### src/rtl/spikey_spi_ctrl_if.sv
// Front-end request/response bundle for the spikey SPI transaction sequencer.
// master = register/TileLink front end, slave = spikey_spi_ctrl.
interface spikey_spi_ctrl_if #(
  parameter int DATA_W = 8
);
  logic              tx_valid;
  logic              tx_ready;
  logic [DATA_W-1:0] tx_data;
  logic [1:0]        div_sel;
  logic              abort;
  logic              rx_valid;
  logic [DATA_W-1:0] rx_data;
  logic              busy;

  modport master (
    output tx_valid, tx_data, div_sel, abort,
    input  tx_ready, rx_valid, rx_data, busy
  );

  modport slave (
    input  tx_valid, tx_data, div_sel, abort,
    output tx_ready, rx_valid, rx_data, busy
  );
endinterface

### src/rtl/spikey_spi_ctrl.sv
// SPI mode-0 transaction sequencer: one word per accept, MSB first, realigns the divider at start.
// Fixed accept-to-rx_valid latency per div_sel; tx_ready only in IDLE, requests elsewhere are dropped.
module spikey_spi_ctrl #(
  parameter int DATA_W  = 8,
  parameter int CS_HOLD = 2,
  parameter int CS_GAP  = 4
) (
  input  logic                 FCLK,
  input  logic                 RST_N,
  spikey_spi_ctrl_if.slave     host,
  output logic                 div_rst,
  input  logic [3:0]           fclk_div,
  input  logic [3:0]           fclk_div_pp,
  input  logic [3:0]           fclk_div_np,
  output logic                 spi_cs_n,
  output logic                 spi_sclk,
  output logic                 spi_mosi,
  input  logic                 spi_miso
);

  localparam int BC_W   = $clog2(DATA_W + 1);
  localparam int TM_MAX = (CS_HOLD > CS_GAP) ? CS_HOLD : CS_GAP;
  localparam int TM_W   = (TM_MAX < 2) ? 1 : $clog2(TM_MAX);
  localparam logic [BC_W-1:0] BC_FULL   = BC_W'(DATA_W);
  localparam logic [TM_W-1:0] HOLD_LAST = TM_W'(CS_HOLD - 1);
  localparam logic [TM_W-1:0] GAP_LAST  = TM_W'(CS_GAP - 1);

  typedef enum logic [2:0] {S_IDLE, S_ALIGN, S_SHIFT, S_HOLD, S_GAP} state_e;

  state_e            state_q, state_d;
  logic [DATA_W-1:0] shift_q, shift_d;
  logic [1:0]        sel_q, sel_d;
  logic [BC_W-1:0]   bit_cnt_q, bit_cnt_d;
  logic [TM_W-1:0]   tmr_q, tmr_d;
  logic              mosi_q, mosi_d;
  logic [DATA_W-1:0] rx_data_q, rx_data_d;
  logic              rx_valid_q, rx_valid_d;

  logic tap, tap_pp, tap_np, accept;

  assign tap    = fclk_div[sel_q];
  assign tap_pp = fclk_div_pp[sel_q];
  assign tap_np = fclk_div_np[sel_q];
  assign accept = host.tx_valid && (state_q == S_IDLE);

  always_ff @(posedge FCLK) begin
    if (!RST_N) state_q <= S_IDLE;
    else        state_q <= state_d;
  end

  always_comb begin
    state_d = state_q;
    case (state_q)
      S_IDLE:  if (host.tx_valid) state_d = S_ALIGN;
      S_ALIGN: state_d = host.abort ? S_GAP : S_SHIFT;
      S_SHIFT: begin
        if (host.abort)                            state_d = S_GAP;
        else if (tap_np && (bit_cnt_q == BC_FULL)) state_d = S_HOLD;
      end
      S_HOLD:  if (host.abort || (tmr_q == HOLD_LAST)) state_d = S_GAP;
      S_GAP:   if (tmr_q == GAP_LAST) state_d = S_IDLE;
      default: state_d = S_IDLE;
    endcase
  end

  // SCLK follows the tap directly, so it is low on SHIFT entry (divider just reset) and exit (np).
  always_comb begin
    host.tx_ready = (state_q == S_IDLE);
    host.busy     = (state_q != S_IDLE);
    div_rst       = (state_q == S_ALIGN);
    spi_cs_n      = !((state_q == S_ALIGN) || (state_q == S_SHIFT) || (state_q == S_HOLD));
    spi_sclk      = (state_q == S_SHIFT) && tap;
  end

  always_comb begin
    shift_d    = shift_q;
    sel_d      = sel_q;
    bit_cnt_d  = bit_cnt_q;
    mosi_d     = mosi_q;
    rx_data_d  = rx_data_q;
    rx_valid_d = 1'b0;
    tmr_d      = '0;
    if ((state_d == state_q) && ((state_q == S_HOLD) || (state_q == S_GAP)))
      tmr_d = tmr_q + TM_W'(1);
    case (state_q)
      S_IDLE: begin
        if (accept) begin
          shift_d   = host.tx_data;
          sel_d     = host.div_sel;
          bit_cnt_d = '0;
          mosi_d    = host.tx_data[DATA_W-1];
        end
      end
      S_ALIGN: bit_cnt_d = '0;
      S_SHIFT: begin
        if (tap_pp) begin
          shift_d   = {shift_q[DATA_W-2:0], spi_miso};
          bit_cnt_d = bit_cnt_q + BC_W'(1);
        end
        // Next bit goes out a half period before the following rise.
        if (tap_np && (bit_cnt_q < BC_FULL)) mosi_d = shift_q[DATA_W-1];
      end
      S_HOLD: begin
        if ((state_d == S_GAP) && !host.abort) begin
          rx_data_d  = shift_q;
          rx_valid_d = 1'b1;
        end
      end
      default: ;
    endcase
    if (state_d == S_GAP) mosi_d = 1'b0;
  end

  always_ff @(posedge FCLK) begin
    if (!RST_N) begin
      shift_q    <= '0;
      sel_q      <= '0;
      bit_cnt_q  <= '0;
      tmr_q      <= '0;
      mosi_q     <= 1'b0;
      rx_data_q  <= '0;
      rx_valid_q <= 1'b0;
    end else begin
      shift_q    <= shift_d;
      sel_q      <= sel_d;
      bit_cnt_q  <= bit_cnt_d;
      tmr_q      <= tmr_d;
      mosi_q     <= mosi_d;
      rx_data_q  <= rx_data_d;
      rx_valid_q <= rx_valid_d;
    end
  end

  assign spi_mosi      = mosi_q;
  assign host.rx_data  = rx_data_q;
  assign host.rx_valid = rx_valid_q;

endmodule

### src/flat_wrapper.sv
// flat-port wrapper written by rule: the top's interface ports become plain ports
module spikey_spi_ctrl_flat 
#(
  parameter int DATA_W  = 8,
  parameter int CS_HOLD = 2,
  parameter int CS_GAP  = 4
)
  (FCLK, RST_N, div_rst, fclk_div, fclk_div_pp, fclk_div_np, spi_cs_n, spi_sclk, spi_mosi, spi_miso, host_tx_valid, host_tx_data, host_div_sel, host_abort, host_tx_ready, host_rx_valid, host_rx_data, host_busy);
  spikey_spi_ctrl_if #(.DATA_W(DATA_W)) host_i ();
  input  logic FCLK;
  input  logic RST_N;
  output logic div_rst;
  input  logic [3:0] fclk_div;
  input  logic [3:0] fclk_div_pp;
  input  logic [3:0] fclk_div_np;
  output logic spi_cs_n;
  output logic spi_sclk;
  output logic spi_mosi;
  input  logic spi_miso;
  input wire logic [$bits(host_i.tx_valid)-1:0] host_tx_valid;
  input wire logic [$bits(host_i.tx_data)-1:0] host_tx_data;
  input wire logic [$bits(host_i.div_sel)-1:0] host_div_sel;
  input wire logic [$bits(host_i.abort)-1:0] host_abort;
  output wire logic [$bits(host_i.tx_ready)-1:0] host_tx_ready;
  output wire logic [$bits(host_i.rx_valid)-1:0] host_rx_valid;
  output wire logic [$bits(host_i.rx_data)-1:0] host_rx_data;
  output wire logic [$bits(host_i.busy)-1:0] host_busy;
  assign host_i.tx_valid = host_tx_valid;
  assign host_i.tx_data = host_tx_data;
  assign host_i.div_sel = host_div_sel;
  assign host_i.abort = host_abort;
  assign host_tx_ready = host_i.tx_ready;
  assign host_rx_valid = host_i.rx_valid;
  assign host_rx_data = host_i.rx_data;
  assign host_busy = host_i.busy;
  spikey_spi_ctrl #(.DATA_W(DATA_W), .CS_HOLD(CS_HOLD), .CS_GAP(CS_GAP)) u_core (.FCLK(FCLK), .RST_N(RST_N), .host(host_i), .div_rst(div_rst), .fclk_div(fclk_div), .fclk_div_pp(fclk_div_pp), .fclk_div_np(fclk_div_np), .spi_cs_n(spi_cs_n), .spi_sclk(spi_sclk), .spi_mosi(spi_mosi), .spi_miso(spi_miso));
endmodule
### config.mk
export PLATFORM = sky130hd
export DESIGN_NAME = spikey_spi_ctrl_flat
export DESIGN_NICKNAME = d
export VERILOG_FILES = /design/src/rtl/spikey_spi_ctrl_if.sv /design/src/rtl/spikey_spi_ctrl.sv /design/src/flat_wrapper.sv
export SDC_FILE = /design/constraint.sdc
export NUM_CORES = 1
export LEC_CHECK = 0
export BUFFER_PORTS_ARGS = -buffer_cell sky130_fd_sc_hd__clkbuf_2
export CORE_MARGIN = 2
export CORE_UTILIZATION = 38
export CTS_CLUSTER_DIAMETER = 60
export DETAILED_ROUTE_END_ITERATION = 16
export GPL_ROUTABILITY_DRIVEN = 0
export SLEW_MARGIN = 20
export SYNTH_ARGS = -nofsm -noshare
export SYNTH_HDL_FRONTEND = slang
export SYNTH_SLANG_ARGS = --single-unit
### constraint.sdc
create_clock -name FCLK -period 2.1 [get_ports FCLK]
set_clock_uncertainty 0.05 [all_clocks]
set_input_delay 0.315 -clock FCLK [delete_from_list [all_inputs] [get_ports FCLK]]
set_output_delay 0.315 -clock FCLK [all_outputs]
set_load 0.01 [all_outputs]
==> impl_metrics.json, run 1 <==
{
  "status": "complete, no violations",
  "hold_depth": 3,
  "fp-row-count": 22,
  "path_max_fanout": 4,
  "finalHoldViolCount": 0,
  "synth_flop_cell": "dfxtp_1",
  "overflow": 0,
  "final_nets": 227,
  "h-tree-depth": 2,
  "synth_area_leader_cell": "dfxtp_1",
  "synth_common_cells": "dfxtp_1 (29), mux2i_1 (17), nand2_1 (9), nor2b_1 (9), o21ai_0 (9)",
  "leakagePower_nw": 0.751,
  "pin_count": 42,
  "die_w_um": 67.0,
  "area_growth_pct": 22.9,
  "dp_hpwl_mm": 2.30,
  "cts.sinks": 29,
  "cts_buffers": 5,
  "drc": 0,
  "worst-endpoint-arrival_ns": 1.54,
  "yosysWarnings": 0,
  "fin_area_um2": 1850,
  "initial_core_util_pct": 40.3,
  "cts-root-buf": "clkbuf_8",
  "wl_mm": 3.18,
  "cp-start-kind": "flop",
  "critPathLaunch": "u_core.sel_q[0]$_SDFFE_PN0P_",
  "grt_pass1_vias": 1293,
  "holdBufCountCts": 0,
  "setup_ws_ns": 0.199,
  "antenna_found_initial": 0,
  "ctsLongestPathBuffers": 2,
  "critPathCaptureType": "primary output",
  "synth_area_leaders": "dfxtp_1 (38%), mux2i_1 (11%), o311a_1 (5.3%)",
  "die_h_um": 67.0,
  "via_per_inst": 5.27,
  "r2r_start": "u_core.sel_q[0]$_SDFFE_PN0P_",
  "rsz0062_at_grt": "no",
  "min_period_ns": 1.90,
  "maxSlewHeadroom_pct": 58.3,
  "n_antenna_cell": 0,
  "rr_worst_depth": 4,
  "min_from": "host_div_sel[1]",
  "cts-resized-gates": 0,
  "io_buffers": 41,
  "slew_viol_final": 0,
  "post_dp_cell_area_um2": 1730,
  "period_share_pct": 90.5,
  "dp_slack_ns": 0.290,
  "cts_tree": "done",
  "synthArstFlopShare_pct": 0,
  "synth_cell_types": 38,
  "ir_drop_uv": 369,
  "cap_viol_max_count": 0,
  "grt_use_total_pct": 16.3,
  "critPathKind": "reg2out",
  "wl_per_cell_um": 13.0,
  "synth_seq_cells": 29,
  "seq_area_frac_synth_pct": 38.5,
  "clk_latency_ns": 0.29,
  "yosysMostFrequentCell": "dfxtp_1",
  "synth_edf_count": 0,
  "drt_iter0_markers": 95,
  "hold_path.class": "in2reg",
  "netlist_area_um2": 1510,
  "setup_tns_ns": 0,
  "syn_nets": 188,
  "dr_total_vias": 1290,
  "ant_nets": 0,
  "coreArea_um2": 3740,
  "cts_setup_buffers": 0,
  "grt_pass1_wl_mm": 5.49,
  "clkTransAtPathRegs_ns": 0.07,
  "grt_max_degree": 28,
  "postSynthCellCount": 157,
  "holdWs_ns": 0.210,
  "synth_top_area_share_pct": 38.5,
  "dr.pass1.iters": 4,
  "power_density_nw_per_um2": 776,
  "drive_above_1_share_pct": 29.9,
  "fmaxAchievable_mhz": 526,
  "critPathRequiredTime_ns": 1.74,
  "die_area_um2": 4490,
  "avgSynthCellArea_um2": 9.61,
  "setup_viol": 0,
  "tightest_slew_ns": 0.626
}
flip-flops by register name, indices dropped and copies added (netlist names):
name and flops:
u_core.sel_q 2, u_core.state_q 3, u_core.shift_q 8, u_core.host.rx_valid 1, u_core.host.rx_data 8, u_core.tmr_q 2, u_core.spi_mosi 1, u_core.bit_cnt_q 4
routing by layer:
metal,vias to the layer above,share of wire [%],wire length (um),GRT usage (%)
met5,-,0,0,0
met4,0,1.6,52,7.65
met3,5,6.3,200,5.24
met2,42,48,1540,27.8
met1,598,44,1390,18.1
li1,645,-,-,-
cell type report:
| type | instances | area, um^2 |
|---|---|---|
| Fill cell | 377 | 1890 |
| Clock buffer | 6 | 82.6 |
| Sequential cell | 29 | 581 |
| Tap cell | 48 | 60.1 |
| Clock inverter | 2 | 37.5 |
| Inverter | 6 | 22.5 |
| Timing Repair Buffer | 44 | 228 |
| Multi-Input combinational cell | 110 | 843 |
path summary, 6_finish.rpt:
check                                                     to  slack (ns)
worst max-delay path                                spi_sclk        0.20
worst min-delay path            u_core.sel_q[1]$_SDFFE_PN0P_        0.21
worst max register to register  u_core.spi_mosi$_SDFFE_PP0P_        0.31
worst min register to register    u_core.tmr_q[0]$_SDFF_PN0_        0.42
report_power, final:
part / switching, mW / total, mW / internal, mW / leakage (nW)
clock network: 0.230 / 0.616 / 0.385 / 0.0574
registers: 0.0395 / 0.623 / 0.583 / 0.236
logic: 0.0960 / 0.201 / 0.105 / 0.457
stage by stage:
stage / total power [mW] / utilization [%] / std cells
after floorplan: 0.771 / - / 157
after global placement: 0.830 / 46.3 / 237
after detailed placement: 0.838 / 46.3 / 237
after CTS: 1.46 / 49.5 / 245
after global routing: 1.50 / 49.5 / 245
final: 1.44 / 49.5 / 245
cell families (layout without fill, tap and decap cells):
logic type,count (synthesis),count (layout),share of synthesized area (%)
flip-flops,29,29,38.5
buffers and inverters,18,58,5.97
multiplexers,20,20,16.3
AND/OR/NAND/NOR,47,47,18.2
adder cells (fa/ha/maj),4,4,3.32
AO/OA/AOI/OAI,39,39,17.8
layout by cell type, fill, tap and decap left out, types with 2 or more instances in the layout:
master and n:
a21boi_0 4, a21oi_1 3, and2_1 4, buf_4 3
clkbuf_2 41, clkbuf_8 6, dfxtp_1 29, ha_1 4
inv_1 6, mux2i_1 17, mux4_1 2, nand2_1 9
nand2b_1 3, nand3_1 4, nor2_1 5, nor2b_1 9
nor3_1 2, o21ai_0 9, o21ai_1 8, o311a_1 8
or3_1 3
critical path, cell delays in order (launching register included):
cell      delay, ns
dfxtp_1        0.41
mux4_1         0.55
and2_1         0.16
clkbuf_2       0.12
Note: power is estimated with default switching activity, not from simulation.
==> inputs of run 2 (changes only) <==
Settings changed: CORE_ASPECT_RATIO set to 2.
==> impl_metrics.json, run 2 (synthesized netlist as in run 1, its figures left out) <==
{
  "maxSlewHeadroom_pct": 58.5,
  "drt_iter0_markers": 29,
  "grt_pass1_wl_mm": 5.91,
  "status": "complete, no violations",
  "layout_commonest_cell": "clkbuf_2",
  "cts-root-buf": "clkbuf_8",
  "slew_viol_final": 0,
  "p_comb_share_pct": 15.5,
  "cts-resized-gates": 0,
  "ant_nets": 0,
  "setup_viol": 0,
  "fmaxAchievable_mhz": 523,
  "post_dp_cell_area_um2": 1750,
  "area_growth_pct": 23.9,
  "die_area_um2": 4520,
  "dp_hpwl_mm": 2.58,
  "ctsLongestPathBuffers": 2,
  "final_nets": 229,
  "antenna_found_initial": 0,
  "cts.sinks": 29,
  "critPathMaxStageDelay_ns": 0.57,
  "cap_viol_max_count": 0,
  "path_max_fanout": 4,
  "dr.pass1.iters": 4,
  "cts_setup_buffers": 0,
  "setup_ws_ns": 0.190,
  "cts_buffers": 5,
  "clkTransAtPathRegs_ns": 0.06,
  "cp-start-kind": "flop",
  "seqCellArea_um2": 581,
  "grt_use_total_pct": 16.6,
  "drc": 0,
  "grt_pass1_vias": 1317,
  "cp_slowest_cell": "mux4_1",
  "crit_family": "multiplexers",
  "cp.buffers_inverters": 1,
  "dp_slack_ns": 0.314,
  "switchingPower_uw": 345,
  "critPathKind": "reg2out",
  "grt_max_degree": 28,
  "fin_area_um2": 1870,
  "wl_per_cell_um": 14.0,
  "p_int_mw": 1.08,
  "n_antenna_cell": 0,
  "seq_power_share_pct": 43.2,
  "die_w_um": 48.6,
  "period_share_pct": 91.0,
  "holdBufCountCts": 0,
  "clk_latency_ns": 0.27,
  "power_density_nw_per_um2": 762,
  "swShare_pct": 24.2,
  "clkPwrFrac_pct": 41.3,
  "critPathRequiredTime_ns": 1.74,
  "via_per_inst": 5.32,
  "dr_total_vias": 1331,
  "fin_util_pct": 48.6,
  "overflow": 0,
  "coreArea_um2": 3840,
  "rsz0062_at_grt": "no",
  "hold_path.class": "in2reg",
  "leakagePower_nw": 0.763,
  "ir_drop_uv": 584,
  "die_h_um": 93.1,
  "pin_count": 42,
  "wl_mm": 3.51,
  "io_buffers": 41,
  "finalHoldViolCount": 0,
  "multi_input_area_um2": 843,
  "cts_tree": "done",
  "holdWs_ns": 0.226,
  "n_fill_cell": 409,
  "initial_core_util_pct": 39.3,
  "h-tree-depth": 2,
  "layout_common_cells": "clkbuf_2 (41), dfxtp_1 (29), mux2i_1 (17)",
  "cp_cell_sequence": "mux4_1, and2_1, clkbuf_2",
  "drive_above_1_share_pct": 30.2,
  "worst-endpoint-arrival_ns": 1.55,
  "critPathCaptureType": "primary output",
  "tightest_slew_ns": 0.622,
  "fp-row-count": 32,
  "setup_tns_ns": 0,
  "min_period_ns": 1.91
}
-- run 2: final timing paths --
path | from | slack (ns) | depth (start not counted) | end
setup / recovery | u_core.sel_q[0]$_SDFFE_PN0P_ | 0.19 | 3 | spi_sclk
hold / removal | host_div_sel[0] | 0.23 | 3 | u_core.sel_q[0]$_SDFFE_PN0P_
setup reg to reg | u_core.sel_q[0]$_SDFFE_PN0P_ | 0.31 | 4 | u_core.spi_mosi$_SDFFE_PP0P_
hold reg to reg | u_core.tmr_q[0]$_SDFF_PN0_ | 0.41 | 1 | u_core.tmr_q[0]$_SDFF_PN0_
-- run 2: worst register-to-register path, delay by kind of cell, from the launching register on --
family / cells / cell delay (ns)
flip-flops: 1 / 0.41
multiplexers: 1 / 0.60
AND/OR/NAND/NOR: 1 / 0.22
AO/OA/AOI/OAI: 2 / 0.39
-- run 2: cell type report --
| cell class | count | share of cell area [%] |
|---|---|---|
| clock buffer | 7 | 4.62 |
| clock inverter | 1 | 1.61 |
| multi-input combinational | 110 | 45.1 |
| sequential | 29 | 31.1 |
| tap | 51 | 3.41 |
| inverter | 6 | 1.20 |
| timing repair buffer | 46 | 13.0 |
-- run 2: layer usage --
layer | global-route usage [%] | vias up | routed length [um]
li1 | - | 657 | -
met5 | 0 | - | 0
met3 | 4.47 | 7 | 164
met1 | 16.4 | 628 | 1400
met4 | 8.10 | 0 | 92
met2 | 31.4 | 39 | 1850
-- run 2: per-stage QoR --
| step | instances | power [mW] |
|---|---|---|
| after global placement | 242 | 0.842 |
| after CTS | 250 | 1.44 |
| after detailed placement | 242 | 0.848 |
| final | 250 | 1.42 |
| after floorplan | 157 | 0.771 |
| after global routing | 250 | 1.49 |
-- run 2: power by group through the flow --
stage | Clock (mW) | Sequential (mW) | Combinational, mW
floorplan | 0 | 0.618 | 0.153
global placement | 0 | 0.626 | 0.216
detailed placement | 0 | 0.627 | 0.221
CTS | 0.603 | 0.615 | 0.222
global route | 0.627 | 0.619 | 0.244
finish | 0.588 | 0.615 | 0.221
